$ cat config.mk
export PLATFORM = sky130hd
export DESIGN_NAME = onehot_write_decoder_flat
export DESIGN_NICKNAME = d
export VERILOG_FILES = /design/src/rtl/onehot_write_decoder_pkg.sv /design/src/rtl/onehot_write_decoder_if.sv /design/src/rtl/onehot_write_decoder_core.sv /design/src/rtl/onehot_write_decoder.sv /design/src/flat_wrapper.sv
export SDC_FILE = /design/constraint.sdc
export NUM_CORES = 1
export LEC_CHECK = 0
export BUFFER_PORTS_ARGS = -buffer_cell sky130_fd_sc_hd__buf_2
export CAP_MARGIN = 10
export CORE_UTILIZATION = 55
export DETAILED_ROUTE_END_ITERATION = 6
export PLACE_DENSITY = 0.83
export SKIP_CTS_REPAIR_TIMING = 1
export SYNTH_ARGS = -nofsm -noshare
export SYNTH_HDL_FRONTEND = slang
export SYNTH_HIERARCHICAL = 1
export SYNTH_SLANG_ARGS = --single-unit
$ cat constraint.sdc
create_clock -name clk -period 5.9 [get_ports clk]
set_clock_uncertainty 0.1 [all_clocks]
set_input_delay 0.885 -clock clk [delete_from_list [all_inputs] [get_ports clk]]
set_output_delay 0.885 -clock clk [all_outputs]
set_load 0.03 [all_outputs]
$ cat src/rtl/onehot_write_decoder_pkg.sv
// Shared types and default sizing for the register-file write-enable decoder.
package onehot_write_decoder_pkg;

  typedef enum logic [1:0] {
    IDLE,
    CLEAR,
    DONE
  } clr_state_t;

  localparam int unsigned DEF_SEL_W      = 5;
  localparam int unsigned DEF_ZERO_IDX   = 31;
  localparam int          DEF_GATE_DELAY = 50;

endpackage

$ cat src/rtl/onehot_write_decoder_if.sv
// Write-port bundle between writeback and the register-file enable decoder.
interface onehot_write_decoder_if
  import onehot_write_decoder_pkg::*;
#(
  parameter int unsigned SEL_W = DEF_SEL_W
);
  localparam int unsigned N_OUT = 1 << SEL_W;

  logic             wr_en;
  logic [SEL_W-1:0] wr_sel;
  logic             clr_req;
  logic [N_OUT-1:0] dec_out;
  logic             clr_busy;
  logic             clr_done;
  logic             wr_drop;

  modport master (
    output wr_en, wr_sel, clr_req,
    input  dec_out, clr_busy, clr_done, wr_drop
  );

  modport slave (
    input  wr_en, wr_sel, clr_req,
    output dec_out, clr_busy, clr_done, wr_drop
  );
endinterface

$ cat src/rtl/onehot_write_decoder_core.sv
// Combinational enable + select to one-hot decoder, one AND term per output.
module onehot_dec_core
  import onehot_write_decoder_pkg::*;
#(
  parameter int unsigned SEL_W      = DEF_SEL_W,
  parameter int          GATE_DELAY = DEF_GATE_DELAY
) (
  input  logic                    en,
  input  logic [SEL_W-1:0]        sel,
  output logic [(1 << SEL_W)-1:0] onehot
);
  // Gate delay is a simulation annotation only; the decode itself is zero-delay.
  if (GATE_DELAY < 0) begin : g_bad_delay
    $error("onehot_dec_core: GATE_DELAY must be non-negative");
  end

  for (genvar i = 0; i < (1 << SEL_W); i++) begin : g_term
    assign onehot[i] = en & (sel == SEL_W'(i));
  end
endmodule

$ cat src/rtl/onehot_write_decoder.sv
// Registered one-hot write-enable decoder with zero-register suppression and clear walker.
module onehot_write_decoder
  import onehot_write_decoder_pkg::*;
#(
  parameter int unsigned SEL_W      = DEF_SEL_W,
  parameter bit          ZERO_EN    = 1'b1,
  parameter int unsigned ZERO_IDX   = DEF_ZERO_IDX,
  parameter int          GATE_DELAY = DEF_GATE_DELAY
) (
  input  logic                   clk,
  input  logic                   rst_n,
  onehot_write_decoder_if.slave  bus
);
  localparam int unsigned      N_OUT = 1 << SEL_W;
  localparam logic [SEL_W-1:0] ZSEL  = SEL_W'(ZERO_IDX);
  localparam logic [SEL_W-1:0] LAST  = SEL_W'(N_OUT - 1);

  if (ZERO_IDX >= N_OUT) begin : g_bad_zero_idx
    $error("onehot_write_decoder: ZERO_IDX must be below 2**SEL_W");
  end

  clr_state_t       state, state_n;
  logic [SEL_W-1:0] cnt, cnt_n;
  logic             dec_en;
  logic [SEL_W-1:0] dec_sel;
  logic [N_OUT-1:0] dec_next;
  logic             drop_n, busy_n, done_n;

  // One decoder serves both the write path and the clear walker via the select mux.
  onehot_dec_core #(
    .SEL_W      (SEL_W),
    .GATE_DELAY (GATE_DELAY)
  ) u_core (
    .en     (dec_en),
    .sel    (dec_sel),
    .onehot (dec_next)
  );

  always_comb begin
    state_n = state;
    cnt_n   = cnt;
    dec_en  = 1'b0;
    dec_sel = bus.wr_sel;
    drop_n  = 1'b0;
    busy_n  = 1'b0;
    done_n  = 1'b0;
    unique case (state)
      IDLE: begin
        if (bus.clr_req) begin
          state_n = CLEAR;
          cnt_n   = '0;
          drop_n  = bus.wr_en;
        end else begin
          dec_en = bus.wr_en && !(ZERO_EN && (bus.wr_sel == ZSEL));
        end
      end
      CLEAR: begin
        busy_n  = 1'b1;
        dec_sel = cnt;
        dec_en  = !(ZERO_EN && (cnt == ZSEL));
        drop_n  = bus.wr_en;
        if (cnt == LAST) state_n = DONE;
        else             cnt_n   = cnt + 1'b1;
      end
      DONE: begin
        done_n  = 1'b1;
        drop_n  = bus.wr_en;
        state_n = IDLE;
      end
      default: state_n = IDLE;
    endcase
  end

  always_ff @(posedge clk or negedge rst_n) begin
    if (!rst_n) begin
      state        <= IDLE;
      cnt          <= '0;
      bus.dec_out  <= '0;
      bus.clr_busy <= 1'b0;
      bus.clr_done <= 1'b0;
      bus.wr_drop  <= 1'b0;
    end else begin
      state        <= state_n;
      cnt          <= cnt_n;
      bus.dec_out  <= dec_next;
      bus.clr_busy <= busy_n;
      bus.clr_done <= done_n;
      bus.wr_drop  <= drop_n;
    end
  end
endmodule

$ cat src/flat_wrapper.sv
// flat-port wrapper written by rule: the top's interface ports become plain ports
module onehot_write_decoder_flat import onehot_write_decoder_pkg::*;
#(
  parameter int unsigned SEL_W      = DEF_SEL_W,
  parameter bit          ZERO_EN    = 1'b1,
  parameter int unsigned ZERO_IDX   = DEF_ZERO_IDX,
  parameter int          GATE_DELAY = DEF_GATE_DELAY
)
  (clk, rst_n, bus_wr_en, bus_wr_sel, bus_clr_req, bus_dec_out, bus_clr_busy, bus_clr_done, bus_wr_drop);
  onehot_write_decoder_if #(.SEL_W(SEL_W)) bus_i ();
  input  logic clk;
  input  logic rst_n;
  input wire logic [$bits(bus_i.wr_en)-1:0] bus_wr_en;
  input wire logic [$bits(bus_i.wr_sel)-1:0] bus_wr_sel;
  input wire logic [$bits(bus_i.clr_req)-1:0] bus_clr_req;
  output wire logic [$bits(bus_i.dec_out)-1:0] bus_dec_out;
  output wire logic [$bits(bus_i.clr_busy)-1:0] bus_clr_busy;
  output wire logic [$bits(bus_i.clr_done)-1:0] bus_clr_done;
  output wire logic [$bits(bus_i.wr_drop)-1:0] bus_wr_drop;
  assign bus_i.wr_en = bus_wr_en;
  assign bus_i.wr_sel = bus_wr_sel;
  assign bus_i.clr_req = bus_clr_req;
  assign bus_dec_out = bus_i.dec_out;
  assign bus_clr_busy = bus_i.clr_busy;
  assign bus_clr_done = bus_i.clr_done;
  assign bus_wr_drop = bus_i.wr_drop;
  onehot_write_decoder #(.SEL_W(SEL_W), .ZERO_EN(ZERO_EN), .ZERO_IDX(ZERO_IDX), .GATE_DELAY(GATE_DELAY)) u_core (.clk(clk), .rst_n(rst_n), .bus(bus_i));
endmodule
# == Word level (Yosys, flattened, before mapping) ==
# Index checks and enable logic that the tools add are counted.
# op_classes
add_sub_neg,1
n_mul,0
div_mod_pow,0
magnitude_cmp,0
n_eq_ne,38
shift,0
muxes,13
bitwise_logic,32
reduce_logical,9
# op_table
op,count
"== test 5 bit, second input constant",18
"== test 5 x 4 -> 1 bit, second input constant",8
AND 1 bit,32
"== test 5 x 3 -> 1 bit, second input constant",4
two-way mux 5 bit,3
"== test 5 x 2 -> 1 bit, second input constant",2
case mux 5 bit (2 select lines),1
"inequality test 2 bit, second input constant",3
"adder 5 x 1 -> 5 bit, second input constant",1
"== test 5 x 1 -> 1 bit, second input constant",1
zero test 5 bit,1
two-way mux 1 bit,4
two-way mux 2 bit,2
case mux 1 bit (2 select lines),2
case mux 2 bit (2 select lines),1
AND reduction 3 bit,1
"== test 2 x 1 -> 1 bit, second input constant",1
"== test 2 bit, second input constant",1
zero test 1 bit,2
zero test 2 bit,1
AND reduction 2 bit,1
nonzero test 2 bit,1
OR reduction 2 bit,1
logical AND 1 bit,1
# totals
reg_bits,42
latchBits,0
ramBits,0
mem_bits_ro,0
mem_count,0

# == Depth between registers and ports, before layout ==
# Gate-level depths: netlist of run 1.
# logic_depth
word_depth,6
depth_mapped,8

# == Cells and area by module ==
# Netlist of run 1, hierarchy kept.
# modules_own_cells
module,n_inst,cells_each,area_per_inst_um2,seq_area_each_um2
onehot_write_decoder,1,95,1461.4,1051.0
onehot_dec_core,1,47,234.0,0.0

# == Worst setup path after synthesis of run 1 ==
# No wires, ideal clock.
# synth_path
path_type,flip-flop to flip-flop
startpoint,register u_core.state[1]
endpoint,register u_core.bus.dec_out[3]
setup_time_ns,0.074
t_arrival_ns,2.016
setup_slack_ns,3.710
path_stages_with_launch,8
n_path_buf,2
synth_period_minus_slack_ns,2.190
cell_sequence,dfrtp_1 -> inv_1 -> ha_1 -> buf_2 -> buf_2 -> mux2_2 -> or4b_4 -> nor2_1
# synth_via
elab_chain_cells,4
# synth_rtl
element,line,rtl
"start, declared",onehot_write_decoder.sv:22,"clr_state_t state, state_n;"
"start signal, assigned",onehot_write_decoder.sv:83,state <= state_n;
== test 2 x 1 -> 1 bit,onehot_write_decoder.sv:47,unique case (state)
two-way mux 5 bit,onehot_write_decoder.sv:47,
via u_core.dec_sel[4],onehot_write_decoder.sv:25,logic [SEL_W-1:0] dec_sel;
== test 5 x 2 -> 1 bit,onehot_write_decoder_core.sv:18,assign onehot[i] = en & (sel == SEL_W'(i));
AND 1 bit,onehot_write_decoder_core.sv:18,
via u_core.dec_next[3],onehot_write_decoder.sv:26,logic [N_OUT-1:0] dec_next;
"end signal, assigned",onehot_write_decoder.sv:85,bus.dec_out <= dec_next;
"end, declared",onehot_write_decoder_if.sv:24,"output dec_out, clr_busy, clr_done, wr_drop"
# The timed path passes the listed nets, and every way through them passes these cells.
# A chain may end at the register's enable or synchronous reset.

# == Worst setup path after layout of run 1 ==
# layout_path
startpoint,register u_core.state[1]
endpoint,register u_core.bus.dec_out[1]
# layout_via
elab_chain_cells,4
# layout_rtl
element,line
== test 2 x 1 -> 1 bit,onehot_write_decoder.sv:47
two-way mux 5 bit,onehot_write_decoder.sv:47
via u_core.dec_sel[4],onehot_write_decoder.sv:25
== test 5 x 1 -> 1 bit,onehot_write_decoder_core.sv:18
AND 1 bit,onehot_write_decoder_core.sv:18
via u_core.dec_next[1],onehot_write_decoder.sv:26
# The timed path passes the listed nets, and every way through them passes these cells.

==> results of run 1 <==
-- state kept, by name, summed over array words and instances (netlist names) --
register,cells
u_core/cnt,5
u_core/bus.clr_done,1
u_core/state,2
u_core/bus.wr_drop,1
u_core/bus.clr_busy,1
u_core/bus.dec_out,32
-- path summary, 6_finish.rpt --
check	start	to	slack [ps]
max	u_core/state[1]	u_core/bus.dec_out[1]	3450
min	u_core/state[1]	u_core/bus.clr_done	490
max reg2reg	u_core/state[1]	u_core/bus.dec_out[1]	3450
min reg2reg	u_core/state[1]	u_core/bus.clr_done	490
max in group asynchronous	rst_n	u_core/bus.dec_out[20]	4610
min in group asynchronous	rst_n	u_core/bus.clr_done	550
-- power breakdown --
group          internal, W  switching (W)
Combinational     0.000116       0.000207
Sequential        0.000331      0.0000329
Clock            0.0000574      0.0000885
-- Yosys cell counts --
| cell type | n |
|---|---|
| or2_2 | 1 |
| dfrtp_1 | 42 |
| buf_2 | 2 |
| mux2i_1 | 2 |
| clkbuf_1 | 3 |
| nor2_1 | 34 |
| nor3b_1 | 1 |
| or2_1 | 1 |
| nand2_1 | 5 |
| ha_1 | 7 |
| o21ai_0 | 2 |
| mux2_2 | 6 |
| and2b_1 | 2 |
| nand4bb_1 | 3 |
| a21oi_1 | 2 |
| a31o_2 | 1 |
| nand4b_1 | 4 |
| or4b_4 | 1 |
| nand3_1 | 6 |
| inv_1 | 2 |
| nand2b_1 | 5 |
| nand4_1 | 1 |
| o211ai_1 | 1 |
| a22o_1 | 2 |
| and3_1 | 2 |
| nor2b_4 | 1 |
| a32oi_1 | 1 |
| or4b_1 | 2 |
-- metal layers --
layer | wire, um | vias to the layer above | track usage (%)
met2 | 1711 | 50 | 37.04
met4 | 44 | 0 | 7.317
met3 | 201 | 4 | 6.803
li1 | - | 567 | -
met5 | 0 | - | 0
met1 | 1401 | 586 | 28.04
-- metrics by stage --
step                      util, %  power (W)  hold WS [ps]
after floorplan                 -  0.0006062         407.5
after global placement      68.16  0.0006679         444.9
after detailed placement    68.16  0.0006890         470.9
after CTS                   70.41  0.0008355         499.2
after global routing        70.41  0.0008794         529.6
final                       70.41  0.0008325         490.6
-- area by class of cell --
| type | instances | area (um^2) |
|---|---|---|
| repair buffers | 43 | 215.2 |
| multi-input cells | 93 | 615.6 |
| flip-flops and latches | 42 | 1051 |
| fillers | 215 | 837.1 |
| clock buffers | 6 | 51.30 |
| well taps | 31 | 38.79 |
| clock inverters | 2 | 12.51 |
| inverters | 2 | 7.507 |
-- critical path, cell delays in order, from the launching register on --
cell	delay, ps
dfrtp_1	430
inv_1	120
ha_1	560
mux2_2	470
or4b_4	580
nor2_1	120
-- cell families (layout without fill, tap and decap cells) --
family	Yosys count	after routing
AOI/OAI and AO/OA	9	9
adders and majority gates	7	7
buffers and inverters	7	53
DFF	42	42
muxes	8	8
and+or+nand+nor	69	69
==> key figures, run 1 <==
CTS
  • Clock slew seen by the registers of the worst setup and hold paths: 120 ps
  • H-tree levels: 2
  • Total CTS buffers: 5
  • Deepest clock path buffer count: 2
  • TritonCTS clock tree: yes
  • Number of clock sinks seen by CTS: 42
  • Cell chosen for the clock root: clkbuf_4
  • Worst-skew pair later-pin latency: 330 ps

Placement
  • Worst-case setup slack after placement: 3494 ps
  • Input/output buffers: 43
  • Final RePlAce weighted congestion: 0.7573
  • Detailed placement HPWL: 2458 um
  • Cells after DPL: 211
  • Area after detailed placement: 1928 um^2

Worst setup path
  • Number of cells on the worst reg-to-reg path: 5
  • Largest fanout of any net on the critical path: 17
  • Critical path arrival: 2610 ps
  • Category of the critical setup timing path: flip-flop to flip-flop
  • Setup crit end kind: flip-flop
  • Required time at the endpoint of the critical path: 6060 ps
  • Worst Setup Start Kind: flip-flop

Logic synthesis
  • Post-synthesis cell type with the largest combined area: dfrtp_1
  • Cell count after synthesis: 142
  • Top cells by area in the synthesized netlist: dfrtp_1, nor2_1, ha_1, mux2_2, nand4b_1
  • Number of nets in the synthesized netlist: 158
  • Syn Std Cell Area: 1695 um^2
  • Multiplexer fraction of the synthesized cell area: 5.166%
  • Sequential area share after synthesis: 61.99%
  • Xor/xnor cell area share of the yosys netlist: 0%
  • Post-synthesis cell type count: 28
  • Warnings, synthesis: 6
  • Synthesized-area fraction occupied by ao, oa, aoi and oai cells: 3.690%
  • Post-synthesis share of cell area spent on full adders, half adders and majority gates: 5.166%
  • Top-area cell type share of the netlist area: 61.99%
  • Synth Area per Inst: 11.94 um^2
  • Dominant combinational cell family by area after synthesis: simple AND/OR/NAND/NOR gates
  • Number of flip-flops and latches in the synthesized netlist: 42
  • Area share of and/or/nand/nor cells after synthesis: 22.29%

Global routing
  • Number of antenna violations at the first check in global routing: 0
  • Global-route total usage across every layer: 22.33%
  • Maximum number of pins on one net before global-route repair: 43
  • First-pass GRT wire length: 5382 um
  • Total gr overflow: 0
  • Vias in the first global route: 1150

Detailed routing
  • Wire length per cell: 15.34 um
  • DR vias: 1207
  • Wire length after detailed routing: 3359 um
  • Post-route DRC violation count: 4
  • Detailed-routing iteration count for the pre-antenna-repair pass: 6
  • DR vias/cell: 5.511
  • Number of DRC markers in iteration 0: 33
  • Remaining number of nets flagged by the antenna check after routing: 0

Timing
  • Final setup fails: 0
  • Transition time of the tightest slew-check pin: 865.8 ps
  • Crit share post-route: 41.50%
  • Least setup slack across all paths after layout: 3451 ps
  • Number of max-slew violations in the final report: 0
  • Maximum clock frequency: 408.4 MHz
  • Relative max-transition margin: 42.28%
  • Unrepaired setup endpoints after global routing: no
  • Hold Vio Cnt, Final: 0
  • Minimum clock period after layout: 2449 ps
  • Total negative setup slack: 0 ps

Floorplan
  • Die area: 3309 um^2
  • Number of placed I/O pins: 44
  • Die span in y: 57.52 um
  • Placeable Area: 2829 um^2
  • Total number of placement rows: 19
  • Starting utilization of the core area: 59.93%
  • Width of the chip: 57.52 um

Cells and area
  • Finished Cell Area: 1992 um^2
  • Non-filler instance count after layout: 219
  • Number of antenna cells inserted: 0
  • Area growth from synthesis to layout: 17.49%
  • Share of post-route cells with drive strength above 1: 32.45%
  • Most common cell after layout, fill and taps aside: buf_2
  • Commonest cells after routing, fill and taps aside: buf_2, dfrtp_1, nor2_1
  • Number of nets in the finished design: 203

Power
  • Ratio of total power to cell area: 417.9 nW/um^2
  • Peak ir drop on the vdd network: 0.2627 mV
  • Static power due to leakage: 1.080 nW

Outcome
  • Result of the run: finished with violations
  • Failing checks: DRC

Flow run
  • Number of violations of the max-capacitance limit: 0

Worst hold path
  • Hold-critical path depth: 1
  • Classification of the worst-slack hold path: flip-flop to flip-flop
Power figures use the tool's default switching activity.
==> inputs of run 2 (changes only) <==
CORE_UTILIZATION = 46   (was 55)
PLACE_DENSITY = 0.74   (was 0.83)
clock period = 2.1 ns   (was 5.9 ns; I/O delays follow)
==> run 2 against run 1 <==
Against the previous run: largest power group is now combinational logic; combinational power increased to 3.4 times the previous value; critical path depth up 2; largest cell class unchanged; the flow finishes with violations (hold timing); sequential power rose to 2.8 times the previous value.
==> key figures, run 2 (synthesis gave the netlist of run 1 again) <==
Power
  • Ratio of total power to cell area: 1191 nW/um^2 (+190%)
  • Static power due to leakage: 1.148 nW (+6.3%)
  • Peak ir drop on the vdd network: 0.7551 mV (+190%)

Cells and area
  • Number of antenna cells inserted: 0 (unchanged)
  • Largest registers: u_core/bus.dec_out x32, u_core/cnt x5, u_core/state x2
  • Flip-flop count of the largest register after layout: 32 (unchanged)
  • Share of post-route cells with drive strength above 1: 39.90% (+7.5 points)
  • Area growth from synthesis to layout: 27.75%
  • Biggest register: u_core/bus.dec_out
  • Non-filler instance count after layout: 244 (+11%)
  • Commonest cells after routing, fill and taps aside: buf_2, dfrtp_1, nor2_1
  • Number of nets in the finished design: 214 (+5.4%)
  • Most common cell after layout, fill and taps aside: buf_2

CTS
  • Cell chosen for the clock root: clkbuf_8
  • Worst-skew pair later-pin latency: 290 ps (-40 ps)
  • Deepest clock path buffer count: 2 (unchanged)
  • Clock slew seen by the registers of the worst setup and hold paths: 70 ps (-50 ps)
  • H-tree levels: 2 (unchanged)
  • Number of clock sinks seen by CTS: 42 (unchanged)
  • TritonCTS clock tree: yes
  • Total CTS buffers: 5 (unchanged)

Global routing
  • Total gr overflow: 0 (unchanged)
  • Number of antenna violations at the first check in global routing: 0 (unchanged)
  • First-pass GRT wire length: 5630 um (+4.6%)
  • Vias in the first global route: 1213 (+5.5%)
  • Maximum number of pins on one net before global-route repair: 43 (unchanged)
  • Global-route total usage across every layer: 18.74% (-3.6 points)

Floorplan
  • Width of the chip: 62.71 um (+9.0%)
  • Number of placed I/O pins: 44 (unchanged)
  • Starting utilization of the core area: 49.25% (-11 points)
  • Die span in y: 62.71 um (+9.0%)
  • Placeable Area: 3442 um^2 (+22%)
  • Die area: 3933 um^2 (+19%)
  • Total number of placement rows: 21 (+2)

Timing
  • Unrepaired setup endpoints after global routing: no
  • Crit share post-route: 96.92% (+55 points)
  • Minimum clock period after layout: 2035 ps (-413.2 ps)
  • Number of max-slew violations in the final report: 0 (unchanged)
  • Relative max-transition margin: 66.97% (+25 points)
  • Maximum clock frequency: 491.3 MHz (+20%)
  • Transition time of the tightest slew-check pin: 495.5 ps (-370.3 ps)
  • Hold Vio Cnt, Final: 42 (+42)
  • Final setup fails: 0 (unchanged)
  • Final worst hold slack: -23.00 ps (-513.6 ps)

Detailed routing
  • Post-route DRC violation count: 0 (-4)
  • Detailed-routing iteration count for the pre-antenna-repair pass: 4 (-2)
  • Remaining number of nets flagged by the antenna check after routing: 0 (unchanged)
  • Wire length per cell: 13.52 um (-12%)
  • Wire length after detailed routing: 3298 um (-1.8%)
  • Number of DRC markers in iteration 0: 29 (-12%)
  • DR vias/cell: 5.057 (-8.2%)
  • DR vias: 1234 (+2.2%)

Outcome
  • Result of the run: finished with violations
  • Failing checks: hold timing

Placement
  • Cells after DPL: 235 (+11%)
  • Detailed placement HPWL: 2366 um (-3.8%)
  • Input/output buffers: 43 (unchanged)
  • Final RePlAce weighted congestion: 0.8869 (+17%)

Worst setup path
  • Worst Setup Start Kind: flip-flop
  • Largest fanout of any net on the critical path: 4 (-13)
  • Category of the critical setup timing path: flip-flop to flip-flop
  • Setup crit end kind: flip-flop
  • Critical path arrival: 2150 ps (-460 ps)
  • Required time at the endpoint of the critical path: 2220 ps (-3840 ps)

Worst hold path
  • Classification of the worst-slack hold path: input port to asynchronous set/reset pin

Flow run
  • Number of violations of the max-capacitance limit: 0 (unchanged)
[run 2: worst max-delay path, cell delays in order (launching register included)]
cell     delay (ps)
dfrtp_1         400
ha_2            200
and3_4          180
ha_4            150
and2b_2         220
a31o_4          100
or4b_4          500
nor2_2          120
[run 2: metrics by stage]
step / worst slack (ps) / cell area (um^2) / setup TNS (ps) / util (%) / total power, W
after detailed placement: 16.34 / 2048 / 0 / 59.51 / 0.002054
after CTS: -0.6490 / 2127 / -0.6490 / 61.80 / 0.002528
after global placement: 110.1 / 2048 / 0 / 59.51 / 0.002010
after global routing: 8.743 / 2166 / 0 / 62.92 / 0.002739
final: 64.70 / 2166 / 0 / 62.92 / 0.002580
after floorplan: 19.54 / 1735 / 0 / - / 0.001751
[run 2: final timing paths]
kind,start,end,slack (ps),depth (start not counted)
setup / recovery,u_core/cnt[0],u_core/bus.dec_out[2],60,7
hold / removal,rst_n,u_core/bus.dec_out[16],-20,2
setup reg to reg,u_core/cnt[0],u_core/bus.dec_out[2],60,7
hold reg to reg,u_core/state[1],u_core/bus.clr_done,460,1
max in group asynchronous,rst_n,u_core/bus.dec_out[1],1580,2
min in group clk,bus_wr_en,u_core/bus.wr_drop,210,2
[run 2: layer usage]
layer	track usage (%)	share of wire (%)
met1	23.59	44
met2	31.66	51
met3	3.832	4.3
met4	7.267	1.4
met5	0	0
[run 2: layout make-up]
type / count / area, um^2
fill: 280 / 1276
sequential: 42 / 1051
multi-input combinational: 93 / 673.1
timing repair buffer: 54 / 297.8
clock buffer: 5 / 68.82
tap: 46 / 57.56
clock inverter: 2 / 10.01
inverter: 2 / 7.507
[run 2: where the power goes]
group          total (W)  leakage [nW]  switching, W  internal [W]
Clock           0.000470        0.0438      0.000247      0.000223
Sequential       0.00102         0.577     0.0000927      0.000930
Combinational    0.00109         0.527      0.000630      0.000457
Total            0.00258          1.15      0.000970       0.00161
